<file path="src/rtl/serial_cond_eval_pkg.sv">
// Shared constants and types for the multi-word sign/condition evaluator.
package serial_cond_eval_pkg;

  localparam logic [2:0] COND_LT  = 3'b100;
  localparam logic [2:0] COND_EQ  = 3'b010;
  localparam logic [2:0] COND_GT  = 3'b001;
  localparam logic [2:0] COND_JMP = COND_LT | COND_EQ | COND_GT;

  typedef enum logic {ACC, HOLD} state_t;

  // Word-counter width: must hold the values 0..max_words.
  function automatic int cw_of(input int max_words);
    return $clog2(max_words + 1);
  endfunction

endpackage

</file>
<file path="src/rtl/serial_cond_eval_if.sv">
// Word-stream input and result handshake bundle for serial_cond_eval.
interface serial_cond_eval_if
  import serial_cond_eval_pkg::*;
#(
  parameter int WIDTH     = 16,
  parameter int MAX_WORDS = 4
);
  localparam int CW = cw_of(MAX_WORDS);

  logic                    in_valid;
  logic                    in_ready;
  logic signed [WIDTH-1:0] in_data;
  logic                    in_last;
  logic [2:0]              in_cond;
  logic                    out_valid;
  logic                    out_ready;
  logic                    out_lt;
  logic                    out_eq;
  logic                    out_gt;
  logic                    out_jump;
  logic [CW-1:0]           out_words;
  logic                    out_err;

  modport master (
    output in_valid, in_data, in_last, in_cond, out_ready,
    input  in_ready, out_valid, out_lt, out_eq, out_gt, out_jump, out_words, out_err
  );

  modport slave (
    input  in_valid, in_data, in_last, in_cond, out_ready,
    output in_ready, out_valid, out_lt, out_eq, out_gt, out_jump, out_words, out_err
  );

endinterface

</file>
<file path="src/rtl/serial_cond_eval_word_flag_slice.sv">
// Combinational per-word flag logic: folds one word into the zero accumulator
// and derives lt/eq/gt/jump as if this word were the most-significant one.
module word_flag_slice
  import serial_cond_eval_pkg::*;
#(
  parameter int WIDTH = 16
) (
  input  logic signed [WIDTH-1:0] data,
  input  logic                    zero_in,
  input  logic [2:0]              cond,
  output logic                    zero_out,
  output logic                    lt,
  output logic                    eq,
  output logic                    gt,
  output logic                    jump
);

  assign zero_out = zero_in && (data == '0);
  assign lt       = data[WIDTH-1];
  assign eq       = zero_out;
  assign gt       = !lt && !eq;
  assign jump     = |(cond & COND_JMP & {lt, eq, gt});

endmodule

</file>
<file path="src/rtl/serial_cond_eval.sv">
// Streams a signed multi-word number LS word first, then holds lt/eq/gt and
// the evaluated jump condition until the consumer takes the result.
module serial_cond_eval
  import serial_cond_eval_pkg::*;
#(
  parameter int WIDTH     = 16,
  parameter int MAX_WORDS = 4
) (
  input logic              clk,
  input logic              rst,
  serial_cond_eval_if.slave bus
);

  localparam int             CW       = cw_of(MAX_WORDS);
  localparam logic [CW-1:0]  LAST_CNT = CW'(MAX_WORDS - 1);

  state_t        state;
  logic [CW-1:0] count;
  logic          zero_acc;
  logic [2:0]    cond_reg;

  logic          ready_r;
  logic          valid_r;
  logic          lt_r;
  logic          eq_r;
  logic          gt_r;
  logic          jump_r;
  logic          err_r;
  logic [CW-1:0] words_r;

  logic signed [WIDTH-1:0] data;
  logic          first_word;
  logic          at_max;
  logic          final_word;
  logic [2:0]    cond_sel;
  logic [CW-1:0] count_inc;
  logic          zero_nxt;
  logic          lt_c;
  logic          eq_c;
  logic          gt_c;
  logic          jump_c;

  assign data       = bus.in_data;
  assign first_word = (count == '0);
  assign at_max     = (count == LAST_CNT);
  assign final_word = bus.in_last || at_max;
  // The jump mask is only captured with the first word; later in_cond is ignored.
  assign cond_sel   = first_word ? bus.in_cond : cond_reg;
  assign count_inc  = count + CW'(1);

  word_flag_slice #(.WIDTH(WIDTH)) u_slice (
    .data     (data),
    .zero_in  (zero_acc),
    .cond     (cond_sel),
    .zero_out (zero_nxt),
    .lt       (lt_c),
    .eq       (eq_c),
    .gt       (gt_c),
    .jump     (jump_c)
  );

  always_ff @(posedge clk or posedge rst) begin
    if (rst) begin
      state    <= ACC;
      count    <= '0;
      zero_acc <= 1'b1;
      cond_reg <= '0;
      ready_r  <= 1'b1;
      valid_r  <= 1'b0;
      lt_r     <= 1'b0;
      eq_r     <= 1'b0;
      gt_r     <= 1'b0;
      jump_r   <= 1'b0;
      err_r    <= 1'b0;
      words_r  <= '0;
    end else begin
      case (state)
        ACC: begin
          if (bus.in_valid && ready_r) begin
            if (first_word) cond_reg <= bus.in_cond;
            zero_acc <= zero_nxt;
            count    <= count_inc;
            if (final_word) begin
              lt_r    <= lt_c;
              eq_r    <= eq_c;
              gt_r    <= gt_c;
              jump_r  <= jump_c;
              words_r <= count_inc;
              err_r   <= at_max && !bus.in_last;
              valid_r <= 1'b1;
              ready_r <= 1'b0;
              state   <= HOLD;
            end
          end
        end
        HOLD: begin
          // Flags are left as-is after the handshake; only control is rearmed.
          if (bus.out_ready) begin
            state    <= ACC;
            count    <= '0;
            zero_acc <= 1'b1;
            valid_r  <= 1'b0;
            ready_r  <= 1'b1;
          end
        end
        default: state <= ACC;
      endcase
    end
  end

  assign bus.in_ready  = ready_r;
  assign bus.out_valid = valid_r;
  assign bus.out_lt    = lt_r;
  assign bus.out_eq    = eq_r;
  assign bus.out_gt    = gt_r;
  assign bus.out_jump  = jump_r;
  assign bus.out_words = words_r;
  assign bus.out_err   = err_r;

endmodule
</file>
<file path="src/flat_wrapper.sv">
// flat-port wrapper written by rule: the top's interface ports become plain ports
module serial_cond_eval_flat import serial_cond_eval_pkg::*;
#(
  parameter int WIDTH     = 16,
  parameter int MAX_WORDS = 4
)
  (clk, rst, bus_in_valid, bus_in_data, bus_in_last, bus_in_cond, bus_out_ready, bus_in_ready, bus_out_valid, bus_out_lt, bus_out_eq, bus_out_gt, bus_out_jump, bus_out_words, bus_out_err);
  serial_cond_eval_if #(.WIDTH(WIDTH), .MAX_WORDS(MAX_WORDS)) bus_i ();
  input logic clk;
  input logic rst;
  input wire logic [$bits(bus_i.in_valid)-1:0] bus_in_valid;
  input wire logic [$bits(bus_i.in_data)-1:0] bus_in_data;
  input wire logic [$bits(bus_i.in_last)-1:0] bus_in_last;
  input wire logic [$bits(bus_i.in_cond)-1:0] bus_in_cond;
  input wire logic [$bits(bus_i.out_ready)-1:0] bus_out_ready;
  output wire logic [$bits(bus_i.in_ready)-1:0] bus_in_ready;
  output wire logic [$bits(bus_i.out_valid)-1:0] bus_out_valid;
  output wire logic [$bits(bus_i.out_lt)-1:0] bus_out_lt;
  output wire logic [$bits(bus_i.out_eq)-1:0] bus_out_eq;
  output wire logic [$bits(bus_i.out_gt)-1:0] bus_out_gt;
  output wire logic [$bits(bus_i.out_jump)-1:0] bus_out_jump;
  output wire logic [$bits(bus_i.out_words)-1:0] bus_out_words;
  output wire logic [$bits(bus_i.out_err)-1:0] bus_out_err;
  assign bus_i.in_valid = bus_in_valid;
  assign bus_i.in_data = bus_in_data;
  assign bus_i.in_last = bus_in_last;
  assign bus_i.in_cond = bus_in_cond;
  assign bus_i.out_ready = bus_out_ready;
  assign bus_in_ready = bus_i.in_ready;
  assign bus_out_valid = bus_i.out_valid;
  assign bus_out_lt = bus_i.out_lt;
  assign bus_out_eq = bus_i.out_eq;
  assign bus_out_gt = bus_i.out_gt;
  assign bus_out_jump = bus_i.out_jump;
  assign bus_out_words = bus_i.out_words;
  assign bus_out_err = bus_i.out_err;
  serial_cond_eval #(.WIDTH(WIDTH), .MAX_WORDS(MAX_WORDS)) u_core (.clk(clk), .rst(rst), .bus(bus_i));
endmodule
</file>
<file path="config.mk">
export PLATFORM = sky130hd
export DESIGN_NAME = serial_cond_eval_flat
export DESIGN_NICKNAME = d
export VERILOG_FILES = /design/src/rtl/serial_cond_eval_pkg.sv /design/src/rtl/serial_cond_eval_if.sv /design/src/rtl/serial_cond_eval_word_flag_slice.sv /design/src/rtl/serial_cond_eval.sv /design/src/flat_wrapper.sv
export SDC_FILE = /design/constraint.sdc
export NUM_CORES = 1
export LEC_CHECK = 0
export ABC_AREA = 1
export CAP_MARGIN = 20
export CORE_MARGIN = 3
export CORE_UTILIZATION = 34
export CTS_CLUSTER_DIAMETER = 200
export DETAILED_ROUTE_END_ITERATION = 12
export HOLD_SLACK_MARGIN = 0.03
export PLACE_DENSITY_LB_ADDON = 0.05
export SLEW_MARGIN = 10
export SYNTH_ARGS = -nofsm -noshare
export SYNTH_HDL_FRONTEND = slang
export SYNTH_HIERARCHICAL = 1
export SYNTH_SLANG_ARGS = --single-unit
export TNS_END_PERCENT = 10
</file>
<file path="constraint.sdc">
create_clock -name clk -period 1.6 [get_ports clk]
set_input_delay 0.32 -clock clk [delete_from_list [all_inputs] [get_ports clk]]
set_output_delay 0.32 -clock clk [all_outputs]
set_load 0.1 [all_outputs]
</file>
==> results of run 1 <==
[power by group through the flow]
stage / clock network (W) / registers (W) / logic, W
floorplan: 0 / 0.00149 / 0.000515
global placement: 0 / 0.000825 / 0.00182
detailed placement: 0 / 0.000828 / 0.00183
CTS: 0.000294 / 0.000818 / 0.00184
global route: 0.000310 / 0.000844 / 0.00195
finish: 0.000275 / 0.000816 / 0.00182
[stage by stage]
stage,worst slack [ns],instances
finish,0.116,195
detailed placement,0.0308,191
global placement,0.0541,191
CTS,0.0723,195
global route,0.00519,195
floorplan,0.0873,125
[worst max-delay path by stage]
stage                               to  slack (ns)
2_1_floorplan        u_core/bus.out_eq        0.09
3_3_place_gp       u_core/bus.out_jump        0.05
3_5_place_dp       u_core/bus.out_jump        0.03
4_1_cts        u_core/bus.out_words[0]        0.07
5_1_grt        u_core/bus.out_words[2]       0.005
6_report       u_core/bus.out_words[2]        0.12
[cells in the mapped netlist (all sizes together)]
cell type	instances	area [sq um]
nand3	21	115
nand4	1	6.26
nor2	9	46.3
buf	3	26.3
and2	3	18.8
nand3b	1	7.51
inv	15	56.3
a21oi	2	10.0
o21ai	1	5.00
ha	3	37.5
dfstp	2	52.6
nor3b	1	18.8
dfrtp	16	400
nand2	44	175
clkbuf	1	13.8
or2	2	12.5
[area by class of cell]
type / instances / share of cell area, %
timing repair buffer: 39 / 31.4
clock buffer: 4 / 2.40
multi-input combinational: 88 / 29.9
sequential: 18 / 29.9
tap: 31 / 2.56
inverter: 15 / 3.72
[kinds of logic (layout without fill, tap and decap cells)]
family | Yosys count | after routing | synth area share [%]
buffers and inverters | 19 | 58 | 9.61
flip-flops | 18 | 18 | 45.2
AO/OA/AOI/OAI | 3 | 3 | 1.50
AND/OR/NAND/NOR | 82 | 82 | 40.0
adder cells (fa/ha/maj) | 3 | 3 | 3.75
[routing by layer]
metal / routed length [microns] / vias up
li1: - / 469
met1: 898 / 393
met2: 1030 / 13
met3: 78 / 0
met4: 0 / 0
met5: 0 / -
[worst register-to-register path, delay by kind of cell (launching register included)]
kind | cells | cell delay [ns]
and+or+nand+nor | 3 | 0.42
DFF | 1 | 0.41
adders and majority gates | 2 | 0.39
buffers and inverters | 1 | 0.17
[repair_timing]
| action | CTS | global route |
|---|---|---|
| hold buffers | 0 | 0 |
| gates resized for setup | 0 | 1 |
| endpoints found under the setup margin | 0 | 5 |
==> impl_metrics.csv, run 1 <==
group,metric,value,unit
power_and_ir_drop,p_per_area,1920,nW/um^2
yosys,ys_ff_latch,18,
sta,grt_setup_unrepaired,"no",
routing,drc,0,
power_and_ir_drop,ir_worst_vdd,1.64,mV
routing,dr_total_vias,875,
global_route,busiest_layer,"met2",
routing,drt_pass1_iterations,4,
placed_design,gp_congestion,0.751,
placed_design,hpwl,1.70,mm
die,die_w,60.3,microns
global_route,grt-ovfl-total,0,
clocking,cts-htree-levels,1,
critical_path,path_delay_family,"simple AND/OR/NAND/NOR gates",
sta,setup_viol,0,
global_route,grt_max_degree,19,
global_route,antenna_found_initial,0,
die,rows,19,
yosys,synth_nets,152,
power_and_ir_drop,clkPwrFrac,9.5,%
power_and_ir_drop,internal_power,0.00147,W
critical_path,slowest_stage,"dfrtp_1",
layout,mostFrequentLayoutCell,"nand2_1",
power_and_ir_drop,p_comb_share,62.5,%
die,io_pins,34,
sta,slew_headroom,80.5,%
sta,fin_crit,1.48,ns
yosys,synth_warnings,6,
die,start_util,36.0,%
layout,fin_util,54.4,%
yosys,syn_avg_cell_area,8.02,sq um
critical_path,crit_path_max_fanout,4,
hold_path,hold_path_class,"primary input to asynchronous set/reset pin",
yosys,yosysSeqAreaShare,45.2,%
die,die_h,60.3,microns
critical_path,crit_top_cell,"ha_1",
sta,slew_viol_final,0,
clocking,cts_sinks,18,
outcome,status,"complete, no violations",
global_route,grt_pass1_vias,824,
critical_path,critical_path_cell_count,6,
critical_path,reg2reg_depth,6,
layout,seqCellArea,453,sq um
clocking,post_cts_buffers,0,
power_and_ir_drop,p_seq_share,28.0,%
global_route,grtUsageMet3,2.59,%
placed_design,portBuffers,33,
layout,nFillCells,253,
sta,holdWs,0.338,ns
critical_path,crit_arrival,1.68,ns
run,max-cap-violations,0,
global_route,met1_usage,17.2,%
critical_path,worstPathRequired,1.79,ns
yosys,synthDistinctLibCells,23,
critical_path,cp-startpoint,"u_core/count[0]",
critical_path,crit_type,"register to register",
critical_path,cp_cell_sequence,"ha_1, ha_1, or2_1, buf_4, nand3_1, nand2_1",
power_and_ir_drop,switching_power,0.00144,W
critical_path,end_kind,"register",
sta,worstMarginPinSlew,0.291,ns
clocking,cts_max_path_buffers,2,
sta,tns,0,ns
yosys,netlist_area,1000,sq um
power_and_ir_drop,swShare,49.4,%
placed_design,place_area,1480,sq um
clocking,clkLatencyLatePin,0.29,ns
critical_path,crit_buf_inv,1,
sta,clock.fmax,674,MHz
sta,fin_crit_sh,92.7,%
layout,syn_to_final_growth,50.9,%
layout,multiInputGateArea,453,sq um
sta,skew,0.000765,ns
global_route,grt_usage,13.0,%
die,dieArea,3630,sq um
critical_path,slowest_delay,0.41,ns
routing,drt_iter0_markers,28,
routing,postRouteAntennaNets,0,
clocking,root_buffer,"clkbuf_4",
layout,layout.nets,192,
routing,avgViaCountPerCell,4.49,
routing,wl,2.01,mm
clocking,cts_tree,"built",
critical_path,timing.rr.end,"u_core/bus.out_words[2]",
power_and_ir_drop,leakagePower,0.769,nW
die,coreArea,2780,sq um
routing,routedWlPerCell,10.3,microns
global_route,grt_pass1_wl,3.62,mm
layout,finalInstanceArea,1510,sq um
yosys,syn_inst,125,
layout,drive_gt1_share,18.3,%
layout,diodes,0,
sta,hold_viol_final,0,
layout,mostFrequentLayoutCells,"42 x nand2_1, 23 x clkdlybuf4s50_1, 19 x nand3_1",
power_and_ir_drop,p_total,0.00291,W
critical_path,start_kind,"register",
global_route,use_met2,21.5,%
critical_path,reg2reg_from,"u_core/count[0]",
clocking,cts_buffers,3,
clocking,clk_pin_slew_worst_paths,0.10,ns
critical_path,ff2ff_setup_slack,0.12,ns
Note: power is estimated with default switching activity, not from simulation.
==> run 2: changes to the inputs <==
==> constraint.sdc (replaced) <==
create_clock -name clk -period 1.4 [get_ports clk]
set_input_delay 0.28 -clock clk [delete_from_list [all_inputs] [get_ports clk]]
set_output_delay 0.28 -clock clk [all_outputs]
set_load 0.1 [all_outputs]
==> run 2 against run 1 <==
  * The run now ends with setup timing left
  * Hold slack worse by 0.041 ns
  * Sequential share of layout area down 2.4 points
  * Maximum frequency up 5.5%
  * Clock power up 13%
  * Sequential cell count unchanged
  * Register-to-register slack worse by 0.12 ns
  * Critical path depth unchanged
  * Global-route usage up 1.6 points
  * Critical path type unchanged
  * Largest power group unchanged
==> impl_metrics.csv, run 2 (same netlist as run 1, synthesis figures left out) <==
group,metric,value,unit
outcome,status,"complete, but fails checks",
outcome,violations,"setup timing",
critical_path,crit_top_cell,"ha_2",
sta,worstMarginPinSlew,0.314,ns
clocking,clk_pin_slew_worst_paths,0.10,ns
routing,routedWlPerCell,11.7,microns
critical_path,end_kind,"register",
die,dieArea,3630,sq um
power_and_ir_drop,clkPwrFrac,8.4,%
sta,tns,-0.00795,ns
clocking,cts_buffers,3,
critical_path,path_delay_family,"flip-flops",
routing,dr_total_vias,945,
global_route,grtUsageMet3,3.24,%
power_and_ir_drop,swShare,47.7,%
clocking,cts-hold-fix-buffers,0,
die,start_util,36.0,%
routing,drc,0,
power_and_ir_drop,internal_power,0.00194,W
placed_design,gp_congestion,0.757,
critical_path,timing.rr.end,"u_core/bus.out_words[0]",
clocking,cts-htree-levels,1,
critical_path,reg2reg_depth,6,
global_route,grt_usage,14.6,%
power_and_ir_drop,p_seq_share,25.4,%
layout,drive_gt1_share,30.6,%
die,die_h,60.3,microns
critical_path,crit_arrival,1.59,ns
critical_path,cp_cell_sequence,"ha_2, ha_2, or2_4, buf_6, nand3_1, nand2_1",
power_and_ir_drop,switching_power,0.00177,W
hold_path,hold_path_class,"primary input to asynchronous set/reset pin",
global_route,grt_max_degree,19,
sta,fin_crit_sh,100,%
global_route,grt_pass1_wl,3.96,mm
sta,slew_viol_final,0,
layout,syn_to_final_growth,65.3,%
placed_design,portBuffers,33,
global_route,met1_usage,17.7,%
global_route,grt-ovfl-total,0,
critical_path,worstPathRequired,1.59,ns
clocking,cts_max_path_buffers,2,
layout,nFillCells,241,
sta,holdWs,0.297,ns
sta,clock.fmax,711,MHz
clocking,clkLatencyLatePin,0.29,ns
critical_path,critical_path_cell_count,6,
power_and_ir_drop,leakagePower,0.826,nW
run,max-cap-violations,0,
placed_design,hpwl,1.85,mm
die,die_w,60.3,microns
routing,avgViaCountPerCell,4.63,
global_route,use_met2,25.3,%
placed_design,dp_slack,-0.132,ns
critical_path,crit_buf_inv,1,
sta,fin_crit,1.41,ns
die,io_pins,34,
layout,mostFrequentLayoutCells,"40 x nand2_1, 23 x clkdlybuf4s50_1, 16 x dfrtp_1",
sta,skew,0.00720,ns
critical_path,reg2reg_from,"u_core/count[1]",
die,rows,19,
sta,setup_ws,-0.00627,ns
global_route,busiest_layer,"met2",
routing,drt_iter0_markers,18,
global_route,antenna_found_initial,0,
routing,drt_pass1_iterations,4,
clocking,cts_tree,"built",
layout,mostFrequentLayoutCell,"nand2_1",
layout,diodes,0,
power_and_ir_drop,ir_worst_vdd,1.86,mV
sta,grt_setup_unrepaired,"yes",
critical_path,crit_type,"register to register",
sta,slew_headroom,79.0,%
routing,postRouteAntennaNets,0,
clocking,root_buffer,"clkbuf_4",
die,coreArea,2780,sq um
critical_path,ff2ff_setup_slack,-0.006,ns
critical_path,slowest_stage,"dfrtp_1",
power_and_ir_drop,p_comb_share,66.2,%
sta,hold_viol_final,0,
critical_path,slowest_delay,0.41,ns
critical_path,crit_path_max_fanout,4,
power_and_ir_drop,p_total,0.00371,W
critical_path,start_kind,"register",
layout,layout.nets,201,
clocking,cts_sinks,18,
power_and_ir_drop,p_per_area,2240,nW/um^2
sta,setup_viol,2,
routing,wl,2.38,mm
global_route,grt_pass1_vias,926,
[run 2: worst max-delay path by stage]
stage                             start                 endpoint  slack, ns
floorplan               u_core/count[0]             u_core/state      -0.02
global placement         bus_in_data[1]      u_core/bus.out_jump      -0.11
detailed placement       bus_in_data[1]      u_core/bus.out_jump      -0.13
CTS                 u_core/bus.in_ready             bus_in_ready     -0.005
global route            u_core/count[0]      u_core/bus.out_jump      -0.07
finish                  u_core/count[1]  u_core/bus.out_words[0]     -0.006
[run 2: repair_timing]
item,in CTS,in global routing
gates resized for setup,11,11
endpoints found under the setup margin,12,16
pin swaps,4,8
gates cloned,0,0
hold endpoints to repair,0,0
setup buffers,1,2
[run 2: worst reg2reg max path, delay by kind of cell (launching register included)]
kind / cells / cell delay (ns)
flip-flops: 1 / 0.41
AND/OR/NAND/NOR: 3 / 0.39
buffers and inverters: 1 / 0.14
adder cells (fa/ha/maj): 2 / 0.36
[run 2: layout make-up]
| cell class | instances | area [sq um] | share of cell area [%] |
|---|---|---|---|
| Sequential cell | 18 | 457 | 27.6 |
| Timing Repair Buffer | 48 | 558 | 33.7 |
| Inverter | 15 | 58.8 | 3.55 |
| Clock buffer | 4 | 36.3 | 2.19 |
| Tap cell | 31 | 38.8 | 2.34 |
| Multi-Input combinational cell | 88 | 508 | 30.7 |
[run 2: metrics by stage]
step / area, sq um / utilization (%) / cells
3_5_place_dp: 1530 / 54.8 / 197
5_1_grt: 1660 / 59.6 / 204
2_1_floorplan: 1010 / - / 125
6_report: 1660 / 59.6 / 204
3_3_place_gp: 1530 / 54.8 / 197
4_1_cts: 1600 / 57.5 / 202
[run 2: power by group through the flow]
stage | Combinational (W) | Sequential [W] | Clock, W
6_report | 0.00246 | 0.000942 | 0.000311
5_1_grt | 0.00261 | 0.000971 | 0.000346
4_1_cts | 0.00231 | 0.000938 | 0.000332
3_5_place_dp | 0.00220 | 0.000960 | 0
3_3_place_gp | 0.00217 | 0.000947 | 0
2_1_floorplan | 0.000588 | 0.00171 | 0
[run 2: metal layers]
| layer | vias to the layer above | share of wire, % |
|---|---|---|
| met1 | 448 | 43 |
| met4 | 0 | 0.76 |
| met5 | - | 0 |
| met3 | 2 | 2.7 |
| met2 | 10 | 54 |
| li1 | 485 | - |
==> run 3: changes to the inputs <==
--- a/config.mk
+++ b/config.mk
@@ -13,7 +13,6 @@
 export DETAILED_ROUTE_END_ITERATION = 12
 export HOLD_SLACK_MARGIN = 0.03
 export PLACE_DENSITY_LB_ADDON = 0.05
-export SLEW_MARGIN = 10
 export SYNTH_ARGS = -nofsm -noshare
 export SYNTH_HDL_FRONTEND = slang
 export SYNTH_HIERARCHICAL = 1
==> results of run 3 <==
The final DEF is identical to that of run 2; final timing and power are the same.
